<file path="src/rtl/approx_add_monitor.sv">
// Lower-part-OR approximate adder evaluator: two-stage valid/ready pipeline
// producing exact/approximate sums, their absolute error and running statistics.
module approx_add_monitor #(
    parameter int WIDTH     = 32,
    parameter int APPROX_LV = 16,
    parameter int CNT_WIDTH = 16
) (
    input  logic                         clk,
    input  logic                         reset,
    input  logic                         in_valid,
    output logic                         in_ready,
    input  logic [WIDTH-1:0]             a,
    input  logic [WIDTH-1:0]             b,
    output logic                         out_valid,
    input  logic                         out_ready,
    output logic [WIDTH:0]               sum_exact,
    output logic [WIDTH:0]               sum_approx,
    output logic [WIDTH:0]               err,
    input  logic                         stat_clear,
    output logic [CNT_WIDTH-1:0]         sample_count,
    output logic [CNT_WIDTH-1:0]         error_count,
    output logic [WIDTH:0]               max_error,
    output logic [WIDTH+CNT_WIDTH-1:0]   err_accum
);
    localparam int L  = APPROX_LV;
    localparam int AW = WIDTH + CNT_WIDTH;

    logic [WIDTH:0] exact_c, approx_c;
    assign exact_c = {1'b0, a} + {1'b0, b};

    generate
        if (L == 0) begin : g_exact
            assign approx_c = exact_c;
        end else if (L == WIDTH) begin : g_full
            assign approx_c = {a[WIDTH-1] & b[WIDTH-1], a | b};
        end else begin : g_lpo
            logic            ci;
            logic [WIDTH-L:0] hi;
            assign ci       = a[L-1] & b[L-1];
            assign hi       = {1'b0, a[WIDTH-1:L]} + {1'b0, b[WIDTH-1:L]} + {{(WIDTH-L){1'b0}}, ci};
            assign approx_c = {hi, a[L-1:0] | b[L-1:0]};
        end
    endgenerate

    logic           s1_vld_q, s2_vld_q;
    logic [WIDTH:0] s1_exact_q, s1_approx_q;
    logic [WIDTH:0] s2_exact_q, s2_approx_q, s2_err_q;
    logic           adv;

    assign adv      = !s2_vld_q || out_ready;
    assign in_ready = adv;

    // Magnitude of a WIDTH+2-bit signed difference always fits in WIDTH+1 bits.
    logic [WIDTH+1:0] diff_c;
    logic [WIDTH:0]   err_c;
    assign diff_c = {1'b0, s1_exact_q} - {1'b0, s1_approx_q};
    assign err_c  = diff_c[WIDTH+1] ? (~diff_c[WIDTH:0] + (WIDTH+1)'(1)) : diff_c[WIDTH:0];

    always_ff @(posedge clk or negedge reset) begin
        if (!reset) begin
            s1_vld_q    <= 1'b0;
            s1_exact_q  <= '0;
            s1_approx_q <= '0;
            s2_vld_q    <= 1'b0;
            s2_exact_q  <= '0;
            s2_approx_q <= '0;
            s2_err_q    <= '0;
        end else if (adv) begin
            s1_vld_q <= in_valid;
            if (in_valid) begin
                s1_exact_q  <= exact_c;
                s1_approx_q <= approx_c;
            end
            s2_vld_q <= s1_vld_q;
            if (s1_vld_q) begin
                s2_exact_q  <= s1_exact_q;
                s2_approx_q <= s1_approx_q;
                s2_err_q    <= err_c;
            end
        end
    end

    assign out_valid  = s2_vld_q;
    assign sum_exact  = s2_exact_q;
    assign sum_approx = s2_approx_q;
    assign err        = s2_err_q;

    logic                 fire;
    logic [CNT_WIDTH-1:0] cnt_q, cnt_d, ecnt_q, ecnt_d, cnt_b, ecnt_b;
    logic [WIDTH:0]       max_q, max_d, max_b;
    logic [AW-1:0]        acc_q, acc_d, acc_b;
    logic [AW:0]          acc_sum;

    assign fire = s2_vld_q && out_ready;

    // Clear zeroes the base; a coincident fire is then applied on top of it.
    always_comb begin
        cnt_b   = stat_clear ? '0 : cnt_q;
        ecnt_b  = stat_clear ? '0 : ecnt_q;
        max_b   = stat_clear ? '0 : max_q;
        acc_b   = stat_clear ? '0 : acc_q;
        cnt_d   = cnt_b;
        ecnt_d  = ecnt_b;
        max_d   = max_b;
        acc_d   = acc_b;
        acc_sum = {1'b0, acc_b} + {{CNT_WIDTH{1'b0}}, s2_err_q};
        if (fire) begin
            if (!(&cnt_b))
                cnt_d = cnt_b + CNT_WIDTH'(1);
            if (s2_err_q != '0 && !(&ecnt_b))
                ecnt_d = ecnt_b + CNT_WIDTH'(1);
            if (s2_err_q > max_b)
                max_d = s2_err_q;
            acc_d = acc_sum[AW] ? '1 : acc_sum[AW-1:0];
        end
    end

    always_ff @(posedge clk or negedge reset) begin
        if (!reset) begin
            cnt_q  <= '0;
            ecnt_q <= '0;
            max_q  <= '0;
            acc_q  <= '0;
        end else begin
            cnt_q  <= cnt_d;
            ecnt_q <= ecnt_d;
            max_q  <= max_d;
            acc_q  <= acc_d;
        end
    end

    assign sample_count = cnt_q;
    assign error_count  = ecnt_q;
    assign max_error    = max_q;
    assign err_accum    = acc_q;
endmodule

</file>
<file path="config.mk">
export PLATFORM = sky130hd
export DESIGN_NAME = approx_add_monitor
export DESIGN_NICKNAME = d
export VERILOG_FILES = /design/src/rtl/approx_add_monitor.sv
export SDC_FILE = /design/constraint.sdc
export NUM_CORES = 1
export LEC_CHECK = 0
export ABC_AREA = 1
export CAP_MARGIN = 40
export CORE_MARGIN = 3
export CORE_UTILIZATION = 50
export CTS_CLUSTER_DIAMETER = 50
export DETAILED_ROUTE_END_ITERATION = 12
export PLACE_DENSITY_LB_ADDON = 0.12
export SYNTH_ARGS = -nofsm -noshare
export SYNTH_HDL_FRONTEND = slang
export SYNTH_SLANG_ARGS = --single-unit
export TNS_END_PERCENT = 1
</file>
<file path="constraint.sdc">
create_clock -name clk -period 7.71 [get_ports clk]
set_input_delay 0.771 -clock clk [delete_from_list [all_inputs] [get_ports clk]]
set_output_delay 0.771 -clock clk [all_outputs]
set_load 0.005 [all_outputs]
</file>
==> metrics.cfg, run 1 <==
[run_status]
status = finished, final reports clean

[cells_and_area]
area_growth_pct = 22.30
nFillCells = 3831
antenna-diode-count = 0
drive_gt1_share_pct = 4.966
num-nets-final = 3576

[sta]
maxSlewViolCount = 0
period_share_pct = 55.48
period_minus_slack_ps = 4277
timing.final.ws_setup_ps = 3433
hold_viol_final = 0
relSlewSlack_pct = 36.58
rsz0062_at_grt = false
setup_viol = 0
max_freq_mhz = 233.8
tightest_slew_ps = 927.3
tns_ps = 0
fin_skew_ps = 16.53

[pwr]
power.leakage_nw = 13.03
ir_worst_vdd_v = 0.0002258
p_per_area_nw_per_um2 = 335.5

[logic_synthesis]
syn_area_um2 = 20950
synth_top_cell_area_share_pct = 33.45
synth_top_flop_cell = dfrtp_1
yosys-top-cells-count = nand2_1, inv_1, nor2_1
yosys_warnings = 0
synth.mux.area_fraction_pct = 0.05376
syn_nets = 3307
seq_area_frac_synth_pct = 33.45
ys_seq_elements = 280
synth_top_family_by_area = simple AND/OR/NAND/NOR gates
yosys.area.top_type = dfrtp_1
synthSimpleGateAreaFrac_pct = 30.63
syn_inst = 3082
synthAdderAreaFrac_pct = 9.498
synth_edf_count = 0
synth_compound_area_share_pct = 11.71
async_reset_ff_share_pct = 100.0
avgSynthCellArea_um2 = 6.796
synth-xor-area-share_pct = 4.140
ys_types = 58
synth_most_common_cell = nand2_1
yosys-top-cells-area = dfrtp_1, nand2_1, ha_1

[floorplanning]
die_h_um = 210.7
core_area_um2 = 41110
dieArea_um2 = 44380
pin_count = 283
dieWidth_um = 210.7
num_rows = 74
start_util_pct = 50.95

[setup_path]
worstReg2RegEnd = err[19]
critPathRequiredTime_ps = 8110
reg2reg_depth = 19
arrival_ps = 4680
reg2reg_from = s1_approx_q[7]
regToRegSetupSlack_ps = 4260
worst_setup_path_start_kind = input port
critical_path_class = input port to register
critPathMaxFanout = 46
crit_path_end_kind = register

[place]
post-dp-hpwl_mm = 53.55
port_buffers = 282
preCtsSetupSlack_ps = 2921
gp_congestion = 0.9844

[cts]
cts_resized = 0
cts_max_level = 2
clockBufferDepth = 3
cts.sinks = 280
cts_tree = built
cts_root_buf = clkbuf_16
post_cts_buffers = 0
cts_hold_buf = 0
cts_buffers = 41
clkTransAtPathRegs_ps = 50
insertion_delay_ps = 550

[routing]
vias = 20720
drc = 0
routed_wl_mm = 67.09
drt-pass1-iter-count = 5
drt_iter0_drc = 1489
post_drt_wl_per_cell_um = 17.14
viasPerCell = 5.293
ant_nets = 0

[global_route]
grt_pass1_vias = 20310
antenna_found_initial = 0
grt.overflow.total = 0
grt_pass1_wl_mm = 105.2
grtUsageTotal_pct = 29.66
grt_start_max_net_pins = 86

[job]
maxCapViolations = 0

[worst_hold_path]
holdCritPathClass = input port to asynchronous set/reset pin

-- cell usage in the layout (no fill, tap or decap), drive strengths merged, types with 10 or more instances in the layout --
| cell type | Yosys | routed |
|---|---|---|
| nand4 | 45 | 45 |
| xor2 | 59 | 59 |
| clkbuf | 49 | 53 |
| inv | 504 | 509 |
| a21oi | 148 | 148 |
| xnor2 | 40 | 40 |
| ha | 151 | 151 |
| nor3 | 29 | 29 |
| o21ai | 235 | 235 |
| buf | 18 | 13 |
| clkinv | 4 | 16 |
| a31oi | 18 | 18 |
| nor4 | 10 | 10 |
| nand2 | 912 | 912 |
| nor2 | 311 | 311 |
| nand3 | 190 | 190 |
| clkdlybuf4s50 | 0 | 280 |
| o21a | 12 | 12 |
| dfrtp | 280 | 280 |
-- flip-flops by register name (all words and copies together), names as in the netlist, 33 cells and up --
| register | flops |
|---|---|
| s1_exact_q | 33 |
| err | 33 |
| max_error | 33 |
| sum_exact | 33 |
| err_accum | 48 |
| sum_approx | 33 |
| s1_approx_q | 33 |
-- layout make-up --
type	instances	area, um^2	area share, %
clock buffer	53	1144	4.464
sequential	280	7007	27.35
clock inverter	22	202.7	0.7913
tap	532	665.6	2.599
timing repair buffer	293	2938	11.47
multi-input combinational	2227	11750	45.87
inverter	508	1909	7.454
-- where the power goes --
part	switching [mW]	internal (mW)
sequential	0.466	1.89
combinational	2.61	1.78
clock	0.725	1.13
total	3.80	4.80
-- stage by stage --
step                area [um^2]  instances  hold WS [ps]  total power, mW  util [%]
global placement          24220       3838         457.5            6.620     58.92
detailed placement        24270       3840         464.4            6.714     59.04
global route              25620       3915         272.5            9.260     62.31
floorplan                 20950       3082         431.2            4.936         -
CTS                       25620       3915         238.7            8.605     62.31
finish                    25620       3915         228.5            8.594     62.31
-- metal layers --
metal	share of wire, %	global-route usage (%)	up-vias
met5	0	0	-
met4	4.7	13.42	0
met3	5.1	3.713	128
met2	48	51.67	634
met1	42	36.96	9630
li1	-	-	10330
-- kinds of logic after synthesis --
kind of cell | Yosys count
adders and majority gates | 156
AOI/OAI and AO/OA | 453
buffers and inverters | 575
and+or+nand+nor | 1518
xor gates and xnor gates | 99
DFF | 280
muxes | 1
-- worst max path at each step --
stage / from / endpoint / slack, ps / depth (start not counted)
final: stat_clear / err_accum[20] / 3430 / 19
after global routing: stat_clear / err_accum[22] / 3120 / 19
after detailed placement: stat_clear / err_accum[16] / 2920 / 19
after floorplan: stat_clear / err_accum[10] / 3920 / 22
after global placement: stat_clear / max_error[9] / 2930 / 13
after CTS: stat_clear / err_accum[20] / 3490 / 19
-- worst max-delay path, stage by stage --
cell and delay (ps):
buf_2 100, buf_4 280, inv_2 660, buf_4 480, nand2_1 110, inv_1 100
ha_1 290, a21oi_1 180, inv_1 80, a31oi_1 180, o21ai_0 100, a21oi_1 170
nand2_1 120, nand2_1 90, o21ai_2 80, nand2_1 80, nand2_2 110, inv_2 450
a21oi_1 150
Note: power is estimated with default switching activity, not from simulation.
==> inputs of run 2 (changes only) <==
==> constraint.sdc (replaced) <==
create_clock -name clk -period 4.4 [get_ports clk]
set_input_delay 0.44 -clock clk [delete_from_list [all_inputs] [get_ports clk]]
set_output_delay 0.44 -clock clk [all_outputs]
set_load 0.005 [all_outputs]
==> metrics.cfg, run 2 (synthesized netlist as in run 1, its figures left out) <==
[run_status]
status = finished, final reports clean

[place]
post-dp-hpwl_mm = 54.49
port_buffers = 282
placed_cell_area_um2 = 24330
preCtsSetupSlack_ps = 565.6
gp_congestion = 0.9894

[sta]
timing.final.ws_setup_ps = 896.0
relSlewSlack_pct = 38.69
hold_viol_final = 0
tns_ps = 0
setup_viol = 0
max_freq_mhz = 285.4
rsz0062_at_grt = false
tightest_slew_ps = 896.5
fin_skew_ps = 14.16
hold_slack_ps = 440.4
period_share_pct = 79.64
maxSlewViolCount = 0
period_minus_slack_ps = 3504

[global_route]
gr-usage-met3_pct = 3.772
met2_usage_pct = 52.64
antenna_found_initial = 0
top_usage_layer = met2
grt_pass1_wl_mm = 106.9
grtUsageTotal_pct = 30.01
grt_pass1_vias = 20870
grt.overflow.total = 0
grt_start_max_net_pins = 104
global_route.usage.met1_pct = 37.13

[setup_path]
reg2reg_depth = 20
regToRegSetupSlack_ps = 900
arrival_ps = 3930
critical_path_class = register to register
reg2reg_from = s1_exact_q[0]
worst_setup_path_start_kind = register
worstReg2RegEnd = err[25]
crit_path_end_kind = register
critPathRequiredTime_ps = 4830
critPathMaxFanout = 5

[floorplanning]
die_h_um = 210.7
dieWidth_um = 210.7
dieArea_um2 = 44380
start_util_pct = 50.95
core_area_um2 = 41110
num_rows = 74
pin_count = 283

[cells_and_area]
final_cell_mix = nand2_1, inv_1, nor2_1, dfrtp_1, clkdlybuf4s50_1
drive_gt1_share_pct = 5.083
seq_area_um2 = 7007
final_cell_area_um2 = 25720
final_common_cell = nand2_1
nFillCells = 3809
multiInputGateArea_um2 = 11750
num-nets-final = 3583
antenna-diode-count = 0
area_growth_pct = 22.80
largest_reg_flops = 48

[routing]
drt-pass1-iter-count = 6
viasPerCell = 5.344
routed_wl_mm = 67.81
drc = 0
drt_iter0_drc = 1605
post_drt_wl_per_cell_um = 17.32
vias = 20930
ant_nets = 0

[pwr]
ir_worst_vdd_v = 0.0003133
finalPower_mw = 15.21
p_per_area_nw_per_um2 = 591.3
power.leakage_nw = 13.08

[cts]
post_cts_buffers = 0
clkTransAtPathRegs_ps = 60
insertion_delay_ps = 550
cts_resized = 0
cts_buffers = 39
clockBufferDepth = 3
cts.sinks = 280
cts_max_level = 2
cts_tree = built
cts_hold_buf = 1
cts_root_buf = clkbuf_16

[worst_hold_path]
hold_end = err_accum[32]
min_path_cells = 6
min_from = stat_clear
holdCritPathClass = input port to register

[job]
maxCapViolations = 0

run 2: cell count changes in the layout (fill, tap and decap cells not counted), sizes merged:
cell	delta
clkinvlp	+1
buf	+8
inv	-2
bufinv	+4
dlygate4sd3	+1
clkbuf	-5
clkinv	-6
run 2: layout make-up:
cell class / count / share of cell area (%)
clock buffers: 48 / 4.247
clock inverters: 19 / 1.104
repair buffers: 302 / 11.71
well taps: 532 / 2.588
inverters: 508 / 7.423
multi-input cells: 2227 / 45.68
flip-flops and latches: 280 / 27.24
run 2: report_power, final:
| group | leakage [nW] | switching [mW] | total (mW) | internal, mW |
|---|---|---|---|---|
| clock network | 0.662 | 1.24 | 3.36 | 2.12 |
| registers | 3.55 | 0.791 | 4.10 | 3.31 |
| logic | 8.86 | 4.60 | 7.75 | 3.15 |
run 2: worst max-delay path by stage:
stage | depth (start not counted) | from | to
final | 20 | s1_exact_q[0] | err[25]
after global routing | 20 | s1_exact_q[0] | err[25]
after detailed placement | 20 | stat_clear | err_accum[17]
after floorplan | 22 | stat_clear | err_accum[10]
after global placement | 21 | stat_clear | err_accum[32]
after CTS | 20 | s1_exact_q[0] | err[25]
run 2: routing by layer:
layer	vias up	share of wire, %
li1	10370	-
met1	9701	42
met2	695	48
met3	166	5.1
met4	0	4.6
met5	-	0
run 2: through the flow:
step | utilization, % | std cells
after floorplan | - | 3082
after global routing | 62.57 | 3916
after global placement | 59.19 | 3848
after CTS | 62.57 | 3916
after detailed placement | 59.19 | 3848
final | 62.57 | 3916
run 2: worst max-delay path, stage by stage, from the launching register on:
cell,delay (ps)
dfrtp_1,360
inv_1,330
ha_1,230
inv_1,50
fa_1,440
nand2_1,150
nand3_2,140
nand3_2,120
nand2_2,100
nand2_1,80
nand2_1,100
nor2_1,120
nand3_1,110
nor2_2,200
nand3_1,130
nor2_1,280
nand2_1,130
nand2_1,90
nand2_1,60
nand3_1,80
o21ai_1,70
